[src/rtl/morra_pkg.sv]
// Shared encodings and constants for the rock-paper-scissors referee.
// The move, round-result and match-result codes all live here.
package morra_pkg;

    localparam int unsigned MIN_MANCHE = 4;
    localparam int unsigned MAX_EXTRA  = 15;

    typedef enum logic [1:0] {
        MOVE_NONE     = 2'b00,
        MOVE_ROCK     = 2'b01,
        MOVE_PAPER    = 2'b10,
        MOVE_SCISSORS = 2'b11
    } move_e;

    typedef enum logic [1:0] {
        MANCHE_NONE = 2'b00,
        MANCHE_P1   = 2'b01,
        MANCHE_P2   = 2'b10,
        MANCHE_TIE  = 2'b11
    } manche_e;

    typedef enum logic [1:0] {
        PARTITA_NONE = 2'b00,
        PARTITA_P1   = 2'b01,
        PARTITA_P2   = 2'b10,
        PARTITA_DRAW = 2'b11
    } partita_e;

    typedef enum logic {
        IDLE = 1'b0,
        PLAY = 1'b1
    } state_e;

    // True when move a defeats move b. Both moves must be valid.
    function automatic logic beats(input logic [1:0] a, input logic [1:0] b);
        return (a == MOVE_ROCK     && b == MOVE_SCISSORS) ||
               (a == MOVE_SCISSORS && b == MOVE_PAPER)    ||
               (a == MOVE_PAPER    && b == MOVE_ROCK);
    endfunction

endpackage

[src/rtl/morra_judge.sv]
// Combinational judge for a single round.
// Returns no-round whenever either player gave no move.
module morra_judge
    import morra_pkg::*;
(
    input  logic [1:0] primo_i,
    input  logic [1:0] secondo_i,
    output logic [1:0] manche_o
);

    always_comb begin
        manche_o = MANCHE_NONE;
        if (primo_i != MOVE_NONE && secondo_i != MOVE_NONE) begin
            if (primo_i == secondo_i) begin
                manche_o = MANCHE_TIE;
            end else if (beats(primo_i, secondo_i)) begin
                manche_o = MANCHE_P1;
            end else begin
                manche_o = MANCHE_P2;
            end
        end
    end

endmodule

[src/rtl/morra_cinese.sv]
// Rock-paper-scissors match referee: one round per clock, registered
// round and match results, configurable round limit loaded at start.
module morra_cinese
    import morra_pkg::*;
(
    input  logic       clk,
    input  logic       rst,
    input  logic       INIZIO,
    input  logic [1:0] PRIMO,
    input  logic [1:0] SECONDO,
    output logic [1:0] MANCHE,
    output logic [1:0] PARTITA
);

    localparam logic [4:0] MIN_MANCHE_W = 5'(MIN_MANCHE);
    localparam logic [4:0] MAX_EXTRA_W  = 5'(MAX_EXTRA);

    state_e     state_q, state_d;
    logic [4:0] played_q, played_d;
    logic [4:0] wins1_q, wins1_d;
    logic [4:0] wins2_q, wins2_d;
    logic [4:0] max_q, max_d;
    logic       restr_valid_q, restr_valid_d;
    logic       restr_p2_q, restr_p2_d;
    logic [1:0] restr_move_q, restr_move_d;
    logic [1:0] manche_q, manche_d;
    logic [1:0] partita_q, partita_d;

    logic [1:0] round_res;
    logic       repeat_block;
    logic       round_valid;
    logic [4:0] played_nxt, wins1_nxt, wins2_nxt, diff_nxt;
    logic       match_end;

    morra_judge u_judge (
        .primo_i   (PRIMO),
        .secondo_i (SECONDO),
        .manche_o  (round_res)
    );

    // Last round's winner may not reuse the move he just won with.
    assign repeat_block = restr_valid_q &&
                          ((!restr_p2_q && PRIMO   == restr_move_q) ||
                           ( restr_p2_q && SECONDO == restr_move_q));
    assign round_valid  = (round_res != MANCHE_NONE) && !repeat_block;

    assign played_nxt = played_q + 5'd1;
    assign wins1_nxt  = wins1_q + 5'(round_res == MANCHE_P1);
    assign wins2_nxt  = wins2_q + 5'(round_res == MANCHE_P2);
    assign diff_nxt   = (wins1_nxt >= wins2_nxt) ? (wins1_nxt - wins2_nxt)
                                                 : (wins2_nxt - wins1_nxt);
    assign match_end  = ((played_nxt >= MIN_MANCHE_W) && (diff_nxt >= 5'd2)) ||
                        (played_nxt == max_q);

    always_ff @(posedge clk or posedge rst) begin
        if (rst) begin
            state_q       <= IDLE;
            played_q      <= '0;
            wins1_q       <= '0;
            wins2_q       <= '0;
            max_q         <= '0;
            restr_valid_q <= 1'b0;
            restr_p2_q    <= 1'b0;
            restr_move_q  <= '0;
            manche_q      <= MANCHE_NONE;
            partita_q     <= PARTITA_NONE;
        end else begin
            state_q       <= state_d;
            played_q      <= played_d;
            wins1_q       <= wins1_d;
            wins2_q       <= wins2_d;
            max_q         <= max_d;
            restr_valid_q <= restr_valid_d;
            restr_p2_q    <= restr_p2_d;
            restr_move_q  <= restr_move_d;
            manche_q      <= manche_d;
            partita_q     <= partita_d;
        end
    end

    always_comb begin
        state_d       = state_q;
        played_d      = played_q;
        wins1_d       = wins1_q;
        wins2_d       = wins2_q;
        max_d         = max_q;
        restr_valid_d = restr_valid_q;
        restr_p2_d    = restr_p2_q;
        restr_move_d  = restr_move_q;
        if (INIZIO) begin
            state_d       = PLAY;
            played_d      = '0;
            wins1_d       = '0;
            wins2_d       = '0;
            max_d         = MIN_MANCHE_W + (5'({PRIMO, SECONDO}) & MAX_EXTRA_W);
            restr_valid_d = 1'b0;
        end else if (state_q == PLAY && round_valid) begin
            played_d = played_nxt;
            wins1_d  = wins1_nxt;
            wins2_d  = wins2_nxt;
            if (round_res == MANCHE_TIE) begin
                restr_valid_d = 1'b0;
            end else begin
                restr_valid_d = 1'b1;
                restr_p2_d    = (round_res == MANCHE_P2);
                restr_move_d  = (round_res == MANCHE_P2) ? SECONDO : PRIMO;
            end
            if (match_end) begin
                state_d = IDLE;
            end
        end
    end

    always_comb begin
        manche_d  = MANCHE_NONE;
        partita_d = PARTITA_NONE;
        if (!INIZIO && state_q == PLAY && round_valid) begin
            manche_d = round_res;
            if (match_end) begin
                if (wins1_nxt > wins2_nxt) begin
                    partita_d = PARTITA_P1;
                end else if (wins2_nxt > wins1_nxt) begin
                    partita_d = PARTITA_P2;
                end else begin
                    partita_d = PARTITA_DRAW;
                end
            end
        end
    end

    assign MANCHE  = manche_q;
    assign PARTITA = partita_q;

endmodule

[config.mk]
export PLATFORM = sky130hd
export DESIGN_NAME = morra_cinese
export DESIGN_NICKNAME = d
export VERILOG_FILES = /design/src/rtl/morra_pkg.sv /design/src/rtl/morra_judge.sv /design/src/rtl/morra_cinese.sv
export SDC_FILE = /design/constraint.sdc
export NUM_CORES = 1
export LEC_CHECK = 0
export CORE_UTILIZATION = 49
export DETAILED_ROUTE_END_ITERATION = 7
export GPL_TIMING_DRIVEN = 1
export PLACE_DENSITY_LB_ADDON = 0.08
export SYNTH_ARGS = -nofsm -noshare
export SYNTH_HDL_FRONTEND = slang
export SYNTH_HIERARCHICAL = 1
export SYNTH_SLANG_ARGS = --single-unit
export TNS_END_PERCENT = 10
[constraint.sdc]
create_clock -name clk -period 3.25 [get_ports clk]
set_input_delay 0.975 -clock clk [delete_from_list [all_inputs] [get_ports clk]]
set_output_delay 0.975 -clock clk [all_outputs]
set_load 0.02 [all_outputs]
Word-level counts from Yosys, hierarchy flattened --
Index checks and enable logic that the tools add are counted.
Storage, ports and cells: logic and storage cells 84, memories kept 0, output and inout bits 4, latch bits 0, register bits 29, memory bits (read-only) 0, memory bits (writable) 0
Cells by class: mux-type cells 22, $lt $le $gt $ge 5, $mul 0, add/sub/neg operators 6, eq/ne operators 13, shift-type cells 0, div/mod/pow operators 0, reduce and logical (&&, ||, !) cells 26, bitwise operators 2
Operators by type and width (number):
- 2-to-1 mux 5 bit | 7
- 2-to-1 mux 2 bit | 8
- == test 2 bit, second input constant | 6
- logical AND 1 bit | 12
- adder 5 x 1 -> 5 bit | 2
- greater-than comparator 5 bit | 2
- nonzero test 2 bit | 5
- subtractor 5 bit | 2
- 2-to-1 mux 1 bit | 7
- == test 2 x 1 -> 1 bit, second input constant | 3
- == test 2 bit | 3
- adder 3 x 4 -> 5 bit, first input constant | 1
- adder 5 x 1 -> 5 bit, second input constant | 1
- == test 5 bit | 1
- >= comparator 5 x 2 -> 1 bit, second input constant | 1
- >= comparator 5 x 3 -> 1 bit, second input constant | 1
- >= comparator 5 bit | 1
- logical OR 1 bit | 4
- logical NOT 1 bit | 3
- AND reduction 3 bit | 1
- NOT 1 bit | 2
- AND reduction 2 bit | 1

Longest topological paths before layout --
Gate-level depths: netlist of run 1.
word-level depth 17, mapped depth 15

Cells and area by module --
Netlist of run 1, hierarchy kept.
Modules (own cells, without submodules):
- morra_cinese | times used 1, area an instance 2108.3 µm², cells each 220
- morra_judge | times used 1, area an instance 60.1 µm², cells each 8

Worst setup path after synthesis of run 1 --
Ideal clock, no wire load.
kind in2reg, start point input port SECONDO[1], end point register partita_q[1] (netlist: PARTITA[1]), required time 3.119 ns, buffers on the path 1, data arrival time 3.825 ns, setup slack -0.706 ns, stages 14, path through nor2b_1 > o221ai_1 > clkbuf_1 > nor2b_1 > ha_1 > ha_1 > nand3_1 > xor2_1 > ha_1 > a21boi_0 > a221oi_4 > and3b_2 > a221oi_2 > nor3_1
On the way: cells in the longest elaborated chain, start to end 16
RTL lines:
- start: declaration | RTL line morra_cinese.sv:10 | input logic [1:0] SECONDO,
- == test 2 bit, on equally long branches | RTL line morra_pkg.sv:36, morra_pkg.sv:37
- logical AND 1 bit, on equally long branches | RTL line morra_pkg.sv:36, morra_pkg.sv:37
- logical OR 1 bit | RTL line morra_pkg.sv:36 | return (a == MOVE_ROCK && b == MOVE_SCISSORS) ||
- logical OR 1 bit | RTL line morra_pkg.sv:37 | (a == MOVE_SCISSORS && b == MOVE_PAPER) ||
- 2-to-1 mux 2 bit | RTL line morra_judge.sv:16 | end else if (beats(primo_i, secondo_i)) begin
- 2-to-1 mux 2 bit | RTL line morra_judge.sv:14 | if (primo_i == secondo_i) begin
- 2-to-1 mux 2 bit (*) | RTL line morra_judge.sv:13 | if (primo_i != MOVE_NONE && secondo_i != MOVE_NONE) begin
- via round_res[1] | RTL line morra_cinese.sv:29 | logic [1:0] round_res;
- (+2 left out)
- subtractor 5 bit (tied with other cells) | RTL line morra_cinese.sv:51 | : (wins2_nxt - wins1_nxt);
- 2-to-1 mux 5 bit | RTL line morra_cinese.sv:50 | assign diff_nxt = (wins1_nxt >= wins2_nxt) ? (wins1_nxt - wins2_nxt)
- >= comparator 5 x 2 -> 1 bit | RTL line morra_cinese.sv:52 | assign match_end = ((played_nxt >= MIN_MANCHE_W) && (diff_nxt >= 5'd2)) ||
- logical AND 1 bit | RTL line morra_cinese.sv:52
- logical OR 1 bit | RTL line morra_cinese.sv:52
- 2-to-1 mux 2 bit | RTL line morra_cinese.sv:119 | if (match_end) begin
- 2-to-1 mux 2 bit (*) | RTL line morra_cinese.sv:117 | if (!INIZIO && state_q == PLAY && round_valid) begin
- via partita_d[1] | RTL line morra_cinese.sv:27 | logic [1:0] partita_q, partita_d;
- end signal: assignment | RTL line morra_cinese.sv:77 | partita_q <= partita_d;
- end: declaration | RTL line morra_cinese.sv:27
Mark *: on every way through the listed nets, which the timed path passes. The rest lies on a longest branch. A chain may end at the register's enable or synchronous reset.

Worst setup path after layout of run 1 --
start point input port SECONDO[0], end point register state_q
On the way: cells in the longest elaborated chain, start to end 16
RTL lines:
- == test 2 bit, on equally long branches | RTL line morra_pkg.sv:36, morra_pkg.sv:37
- logical AND 1 bit, on equally long branches | RTL line morra_pkg.sv:36, morra_pkg.sv:37
- logical OR 1 bit | RTL line morra_pkg.sv:36
- logical OR 1 bit | RTL line morra_pkg.sv:37
- 2-to-1 mux 2 bit | RTL line morra_judge.sv:16
- 2-to-1 mux 2 bit | RTL line morra_judge.sv:14
- 2-to-1 mux 2 bit (*) | RTL line morra_judge.sv:13
- via round_res[1] | RTL line morra_cinese.sv:29
- == test 2 bit / == test 2 x 1 -> 1 bit (equally long branches) | RTL line morra_cinese.sv:49, morra_cinese.sv:48
- adder 5 x 1 -> 5 bit, on equally long branches | RTL line morra_cinese.sv:49, morra_cinese.sv:48
- subtractor 5 bit (tied with other cells) | RTL line morra_cinese.sv:51
- 2-to-1 mux 5 bit | RTL line morra_cinese.sv:50
- >= comparator 5 x 2 -> 1 bit | RTL line morra_cinese.sv:52
- logical AND 1 bit | RTL line morra_cinese.sv:52
- logical OR 1 bit | RTL line morra_cinese.sv:52
- nonzero test 2 bit (no line)
- AND reduction 2 bit (no line) (*)
- end signal: assignment | RTL line morra_cinese.sv:68 | state_q <= state_d;
- end: declaration | RTL line morra_cinese.sv:18 | state_e state_q, state_d;
Marked as above.

==> flow_metrics.py, run 1 <==
metrics = {
    "setup_path": {
        "crit_fanout": 5,
        "required_ns": 3.48,
        "crit_path_start_kind": "primary input",
        "worst_ep_arrival_time_ns": 3.71,
        "worstSetupPathType": "in2reg",
        "endpoint_kind": "flop",
    },
    "final_layout": {
        "drive_gt1_share_pct": 39.1,
        "seqCellArea_um2": 726,
        "multi_input_comb_area_mm2": 0.00165,
        "num-fill-cells": 263,
        "syn_to_final_growth_pct": 43.2,
        "insertedDiodeCount": 0,
        "nets": 299,
        "design_area_mm2": 0.00311,
        "final_util_pct": 75.5,
    },
    "power_and_ir_drop": {
        "ir_drop_mv": 0.349,
        "p_leak_nw": 1.29,
        "power_density_mw_per_mm2": 460,
    },
    "clock_network": {
        "clock_path_buffers": 2,
        "insertion_delay_ns": 0.29,
        "holdBufCountCts": 0,
        "cts.root.buffer_cell": "clkbuf_8",
        "cts_max_level": 2,
        "cts_tree": "built",
        "cts.sinks": 29,
        "clk_pin_slew_worst_paths_ns": 0.07,
        "numCtsBuffers": 5,
    },
    "route": {
        "wl_per_cell_um": 15.8,
        "vias_per_cell": 5.45,
        "drc": 0,
        "wl_met2_um": 2580,
        "highest-signal-layer": "met4",
        "drtIter0Drc": 93,
        "via_count": 1778,
        "route.met3.wl_um": 175,
        "wl_um": 5150,
        "met1_length_um": 2320,
        "ant_nets": 0,
        "firstDrtPassIters": 4,
    },
    "synthesis": {
        "seq_area_frac_synth_pct": 33.5,
        "ys.warnings.count": 6,
        "netlist_area_mm2": 0.00217,
        "syn-num-nets": 252,
        "synth-main-ff-cell": "dfrtp_1",
        "yosysTopAreaCell": "dfrtp_1",
        "avgSynthCellArea_um2": 9.51,
        "async_flop_share_pct": 100,
        "synth_area_leaders": "dfrtp_1, ha_1, xnor2_1",
        "synth_edf_count": 0,
        "postSynthCellCount": 228,
        "yosysTopAreaCellShare_pct": 33.5,
        "synth_seq_cells": 29,
        "synth.distinct_cells": 48,
    },
    "grt": {
        "grt_overflow_total": 0,
        "grt_pass1_wl_um": 7910,
        "antenna_found_initial": 0,
        "track_usage_pct": 23.5,
        "grt_max_degree": 30,
        "first_global_vias": 1697,
    },
    "floorplanning": {
        "core-area_mm2": 0.00412,
        "num_io_pins": 11,
        "die_y_um": 68.5,
        "die_area_mm2": 0.00469,
        "die_w_um": 68.5,
        "start_util_pct": 52.7,
        "row_count": 23,
    },
    "place": {
        "port_buffers": 10,
        "dpl_cell_area_mm2": 0.00255,
        "place.gp.congestion": 0.867,
        "hpwl_um": 3380,
    },
    "job": {
        "drv_cap": 0,
    },
    "timing": {
        "tightestPinTransition_ns": 0.593,
        "fmaxAchievable_mhz": 287,
        "setup_viol_count_final": 3,
        "hold_viol": 0,
        "fin_crit_ns": 3.48,
        "fin_skew_ns": 0.00774,
        "maxSlewViolCount": 0,
        "grt_setup_unrepaired": "yes",
        "slew_headroom_pct": 60.1,
        "setup_ws_ns": -0.229,
        "fin_crit_sh_pct": 107,
    },
    "run_status": {
        "status": "finished, violations left",
        "failed_checks": "negative setup slack",
    },
    "hold_path": {
        "hold_class": "reg2reg",
    },
}
per-layer routing:
metal | track usage (%) | vias up
met1 | 30.1 | 854
met3 | 5.10 | 9
li1 | - | 881
met2 | 39.3 | 34
met5 | 0 | -
met4 | 7.29 | 0
registers in the layout (all words and copies together), names as in the netlist:
register,count
restr_valid_q,1
MANCHE,2
wins1_q,5
restr_p2_q,1
max_q,5
played_q,5
PARTITA,2
state_q,1
restr_move_q,2
wins2_q,5
path summary, 6_finish.rpt:
path,start,to,slack [ns],cells after the start
min reg2reg,max_q[3]$_DFFE_PP0P_,max_q[3]$_DFFE_PP0P_,0.53,1
min in group asynchronous,rst,restr_valid_q$_DFFE_PP0P_,1.05,3
min,max_q[3]$_DFFE_PP0P_,max_q[3]$_DFFE_PP0P_,0.53,1
max,SECONDO[0],state_q$_DFFE_PP0P_,-0.23,15
max reg2reg,wins2_q[0]$_DFFE_PP0P_,state_q$_DFFE_PP0P_,0.64,9
max in group asynchronous,rst,wins1_q[3]$_DFFE_PP0P_,1.93,3
what timing repair did:
item	4_1_cts	5_1_grt
gates resized for setup	64	21
pin swaps	15	20
setup buffers	7	2
setup endpoints to repair	3	3
stage by stage:
step	instances	total power, mW	hold WS, ns	worst slack [ns]	setup TNS, ns
2_1_floorplan	228	0.743	0.464	-0.483	-1.44
3_3_place_gp	309	0.879	0.496	-1.11	-3.46
3_5_place_dp	309	0.892	0.512	-1.23	-3.93
4_1_cts	324	1.39	0.528	-0.222	-0.624
5_1_grt	326	1.51	0.550	-0.348	-1.02
6_report	326	1.43	0.527	-0.229	-0.654
where the power goes:
group	switching (mW)	internal (mW)	leakage (nW)
clock network	0.142	0.304	0.0681
logic	0.256	0.275	0.841
registers	0.0483	0.401	0.377
total	0.446	0.981	1.29
final cells by class:
type / instances / area share, %
clock buffers: 5 / 2.22
well taps: 50 / 2.01
multi-input cells: 172 / 53.3
clock inverters: 3 / 2.10
flip-flops and latches: 29 / 23.4
inverters: 14 / 1.77
repair buffers: 53 / 15.3
kinds of logic after synthesis:
kind of cell	share of synthesized area, %
simple gates	17.0
buf+inv	5.94
mux	2.54
compound gates	14.9
xor+xnor	14.7
flops	33.5
fa+ha+maj	11.4
critical path, stage by stage:
cell       delay [ns]
buf_6            0.11
nand4bb_4        0.23
o221ai_4         0.09
buf_6            0.14
nor2b_4          0.04
ha_4             0.16
ha_4             0.19
buf_4            0.16
xnor2_4          0.14
xnor2_2          0.15
a221o_1          0.39
a221oi_4         0.32
a21oi_2          0.11
a221oi_4         0.33
a21bo_1          0.15
Yosys cell counts (3+ instances only):
library cell / instances
dfrtp_1: 29
nor2_1: 25
a21oi_1: 21
ha_1: 15
xnor2_1: 15
inv_1: 14
o21ai_0: 10
xor2_1: 9
nand2_1: 8
clkbuf_1: 7
nand3_1: 6
nor2b_1: 6
or3_1: 6
mux2_2: 4
nor3_1: 4
buf_4: 3
nand4_1: 3
xnor2_2: 3
placed cells by master, fill, tap and decap left out, drive strengths merged, types with 3 or more instances in the layout:
| cell | count |
|---|---|
| a21oi | 22 |
| a221oi | 3 |
| buf | 47 |
| clkbuf | 5 |
| clkdlybuf4s50 | 6 |
| dfrtp | 29 |
| ha | 15 |
| inv | 14 |
| mux2 | 4 |
| nand2 | 8 |
| nand3 | 8 |
| nand4 | 3 |
| nor2 | 25 |
| nor2b | 6 |
| nor3 | 4 |
| o21ai | 10 |
| or3 | 6 |
| xnor2 | 19 |
| xor2 | 11 |
Power figures use the tool's default switching activity.
==> run 2: changes to the inputs <==
--- a/config.mk
+++ b/config.mk
@@ -5,7 +5,8 @@
 export SDC_FILE = /design/constraint.sdc
 export NUM_CORES = 1
 export LEC_CHECK = 0
-export CORE_UTILIZATION = 49
+export CORE_UTILIZATION = 50
+export CTS_CLUSTER_SIZE = 25
 export DETAILED_ROUTE_END_ITERATION = 7
 export GPL_TIMING_DRIVEN = 1
 export PLACE_DENSITY_LB_ADDON = 0.08
==> flow_metrics.py, run 2 (synthesis gave the netlist of run 1 again) <==
metrics = {
    "timing": {
        "setup_viol_count_final": 3,
        "fmaxAchievable_mhz": 282,
        "grt_setup_unrepaired": "yes",
        "fin_crit_sh_pct": 109,
        "slew_headroom_pct": 61.3,
        "fin_skew_ns": 0.0118,
        "maxSlewViolCount": 0,
        "setup_ws_ns": -0.301,
        "hold_viol": 0,
        "fin_crit_ns": 3.55,
        "tightestPinTransition_ns": 0.575,
    },
    "hold_path": {
        "hold_class": "reg2reg",
        "min_from": "restr_valid_q$_DFFE_PP0P_",
    },
    "setup_path": {
        "endpoint_kind": "flop",
        "crit_fanout": 5,
        "startpoint": "SECONDO[0]",
        "cp_num_buf_inv": 3,
        "slowest_stage": "a221oi_2",
        "worst_ep_arrival_time_ns": 3.79,
        "crit_family": "compound AO/OA/AOI/OAI gates",
        "worstSetupPathType": "in2reg",
        "slowest_delay_ns": 0.36,
        "crit_chain": "buf_6 -> buf_6 -> o221ai_4 -> nor2b_4 -> ha_4 -> ha_4 -> xnor2_4 -> ha_4 -> buf_6 -> a221oi_2 -> xor2_1 -> nand4_1 -> a221oi_4 -> a21bo_1",
        "crit_path_start_kind": "primary input",
        "required_ns": 3.49,
        "rr_startpoint": "wins2_q[0]$_DFFE_PP0P_",
    },
    "route": {
        "ant_nets": 0,
        "wl_per_cell_um": 18.1,
        "firstDrtPassIters": 4,
        "wl_um": 6020,
        "via_count": 1911,
        "vias_per_cell": 5.76,
        "drc": 0,
        "drtIter0Drc": 107,
    },
    "floorplanning": {
        "start_util_pct": 53.1,
        "core-area_mm2": 0.00409,
        "die_y_um": 67.9,
        "row_count": 23,
        "die_area_mm2": 0.00460,
        "die_w_um": 67.9,
        "num_io_pins": 11,
    },
    "final_layout": {
        "design_area_mm2": 0.00314,
        "drive_gt1_share_pct": 41.5,
        "nets": 305,
        "final_util_pct": 76.9,
        "layout_common_cells": "buf_4, dfrtp_1, nor2_1",
        "syn_to_final_growth_pct": 45.0,
        "mostFrequentLayoutCell": "buf_4",
        "num-fill-cells": 262,
        "insertedDiodeCount": 0,
    },
    "place": {
        "dpl_cell_area_mm2": 0.00258,
        "place.gp.congestion": 0.835,
        "port_buffers": 10,
        "hpwl_um": 3480,
    },
    "clock_network": {
        "holdBufCountCts": 0,
        "cts_tree": "built",
        "clk_pin_slew_worst_paths_ns": 0.07,
        "cts.root.buffer_cell": "clkbuf_8",
        "cts.sinks": 29,
        "numCtsBuffers": 5,
        "clock_path_buffers": 2,
        "insertion_delay_ns": 0.30,
        "cts_max_level": 2,
    },
    "power_and_ir_drop": {
        "comb_power_share_pct": 43.0,
        "power_density_mw_per_mm2": 426,
        "power.switching_mw": 0.496,
        "p_leak_nw": 1.31,
        "clock_power_share_pct": 23.5,
        "internal-power_mw": 0.843,
        "p_sw_share_pct": 37.0,
        "seqPwrFrac_pct": 33.5,
        "ir_drop_mv": 0.359,
    },
    "grt": {
        "grt.busiest_layer": "met2",
        "antenna_found_initial": 0,
        "grt_pass1_wl_um": 8960,
        "met3_usage_pct": 4.83,
        "grt_overflow_total": 0,
        "grt_max_degree": 30,
        "use_met2_pct": 45.9,
        "track_usage_pct": 27.0,
        "met1_usage_pct": 32.0,
        "first_global_vias": 1902,
    },
    "run_status": {
        "failed_checks": "negative setup slack",
        "status": "finished, violations left",
    },
    "job": {
        "drv_cap": 0,
    },
}
[run 2: layout make-up]
type	count	area (um2)	share of cell area (%)
clock inverter	3	17.5	0.557
multi-input combinational	172	1710	54.4
tap	50	62.6	1.99
sequential	29	726	23.1
inverter	14	55.1	1.75
timing repair buffer	59	504	16.0
clock buffer	5	68.8	2.19
[run 2: worst min-delay path: cells and delay by family (launching register included)]
family / cells / cell delay (ns)
and+or+nand+nor: 1 / 0.07
AOI/OAI and AO/OA: 1 / 0.07
DFF: 1 / 0.35
[run 2: worst paths after layout]
| path | endpoint | slack, ns | depth (start not counted) |
|---|---|---|---|
| worst max register to register | state_q$_DFFE_PP0P_ | 0.53 | 10 |
| worst min-delay path | restr_valid_q$_DFFE_PP0P_ | 0.53 | 2 |
| worst min register to register | restr_valid_q$_DFFE_PP0P_ | 0.53 | 2 |
| min in group asynchronous | wins1_q[1]$_DFFE_PP0P_ | 1.04 | 3 |
| worst max-delay path | state_q$_DFFE_PP0P_ | -0.30 | 14 |
| max in group asynchronous | wins1_q[0]$_DFFE_PP0P_ | 1.92 | 3 |
[run 2: layer usage]
layer / part of all wire [%] / vias up
li1: - / 890
met4: 2.1 / 0
met3: 4.2 / 12
met2: 52 / 48
met5: 0 / -
met1: 42 / 961
[run 2: power by group through the flow]
stage                     clock network, mW  logic [mW]  registers, mW
after floorplan                           0       0.298          0.445
after global routing                  0.333       0.619          0.454
after CTS                             0.311       0.495          0.447
after global placement                    0       0.430          0.448
final                                 0.315       0.575          0.449
after detailed placement                  0       0.446          0.453
[run 2: what timing repair did]
action                     4_1_cts  5_1_grt
setup endpoints to repair        3        3
pin swaps                       22       13
setup buffers                    9        3
resized for setup               63       24
[run 2: metrics by stage]
| step | setup WS, ns | std cells | hold WS (ns) | TNS, ns | total power [mW] |
|---|---|---|---|---|---|
| 6_report | -0.301 | 332 | 0.530 | -0.869 | 1.34 |
| 5_1_grt | -0.392 | 332 | 0.555 | -1.15 | 1.41 |
| 4_1_cts | -0.197 | 329 | 0.526 | -0.554 | 1.25 |
| 3_5_place_dp | -1.27 | 313 | 0.510 | -4.34 | 0.899 |
| 3_3_place_gp | -1.15 | 313 | 0.499 | -3.63 | 0.878 |
| 2_1_floorplan | -0.483 | 228 | 0.464 | -1.44 | 0.743 |
==> run 3: changes to the inputs <==
--- a/config.mk
+++ b/config.mk
@@ -5,6 +5,7 @@
 export SDC_FILE = /design/constraint.sdc
 export NUM_CORES = 1
 export LEC_CHECK = 0
+export ABC_CLOCK_PERIOD_IN_PS = 3250
 export CORE_UTILIZATION = 50
 export CTS_CLUSTER_SIZE = 25
 export DETAILED_ROUTE_END_ITERATION = 7
==> results of run 3 <==
Final layout, timing and power as in run 2 (identical DEF).
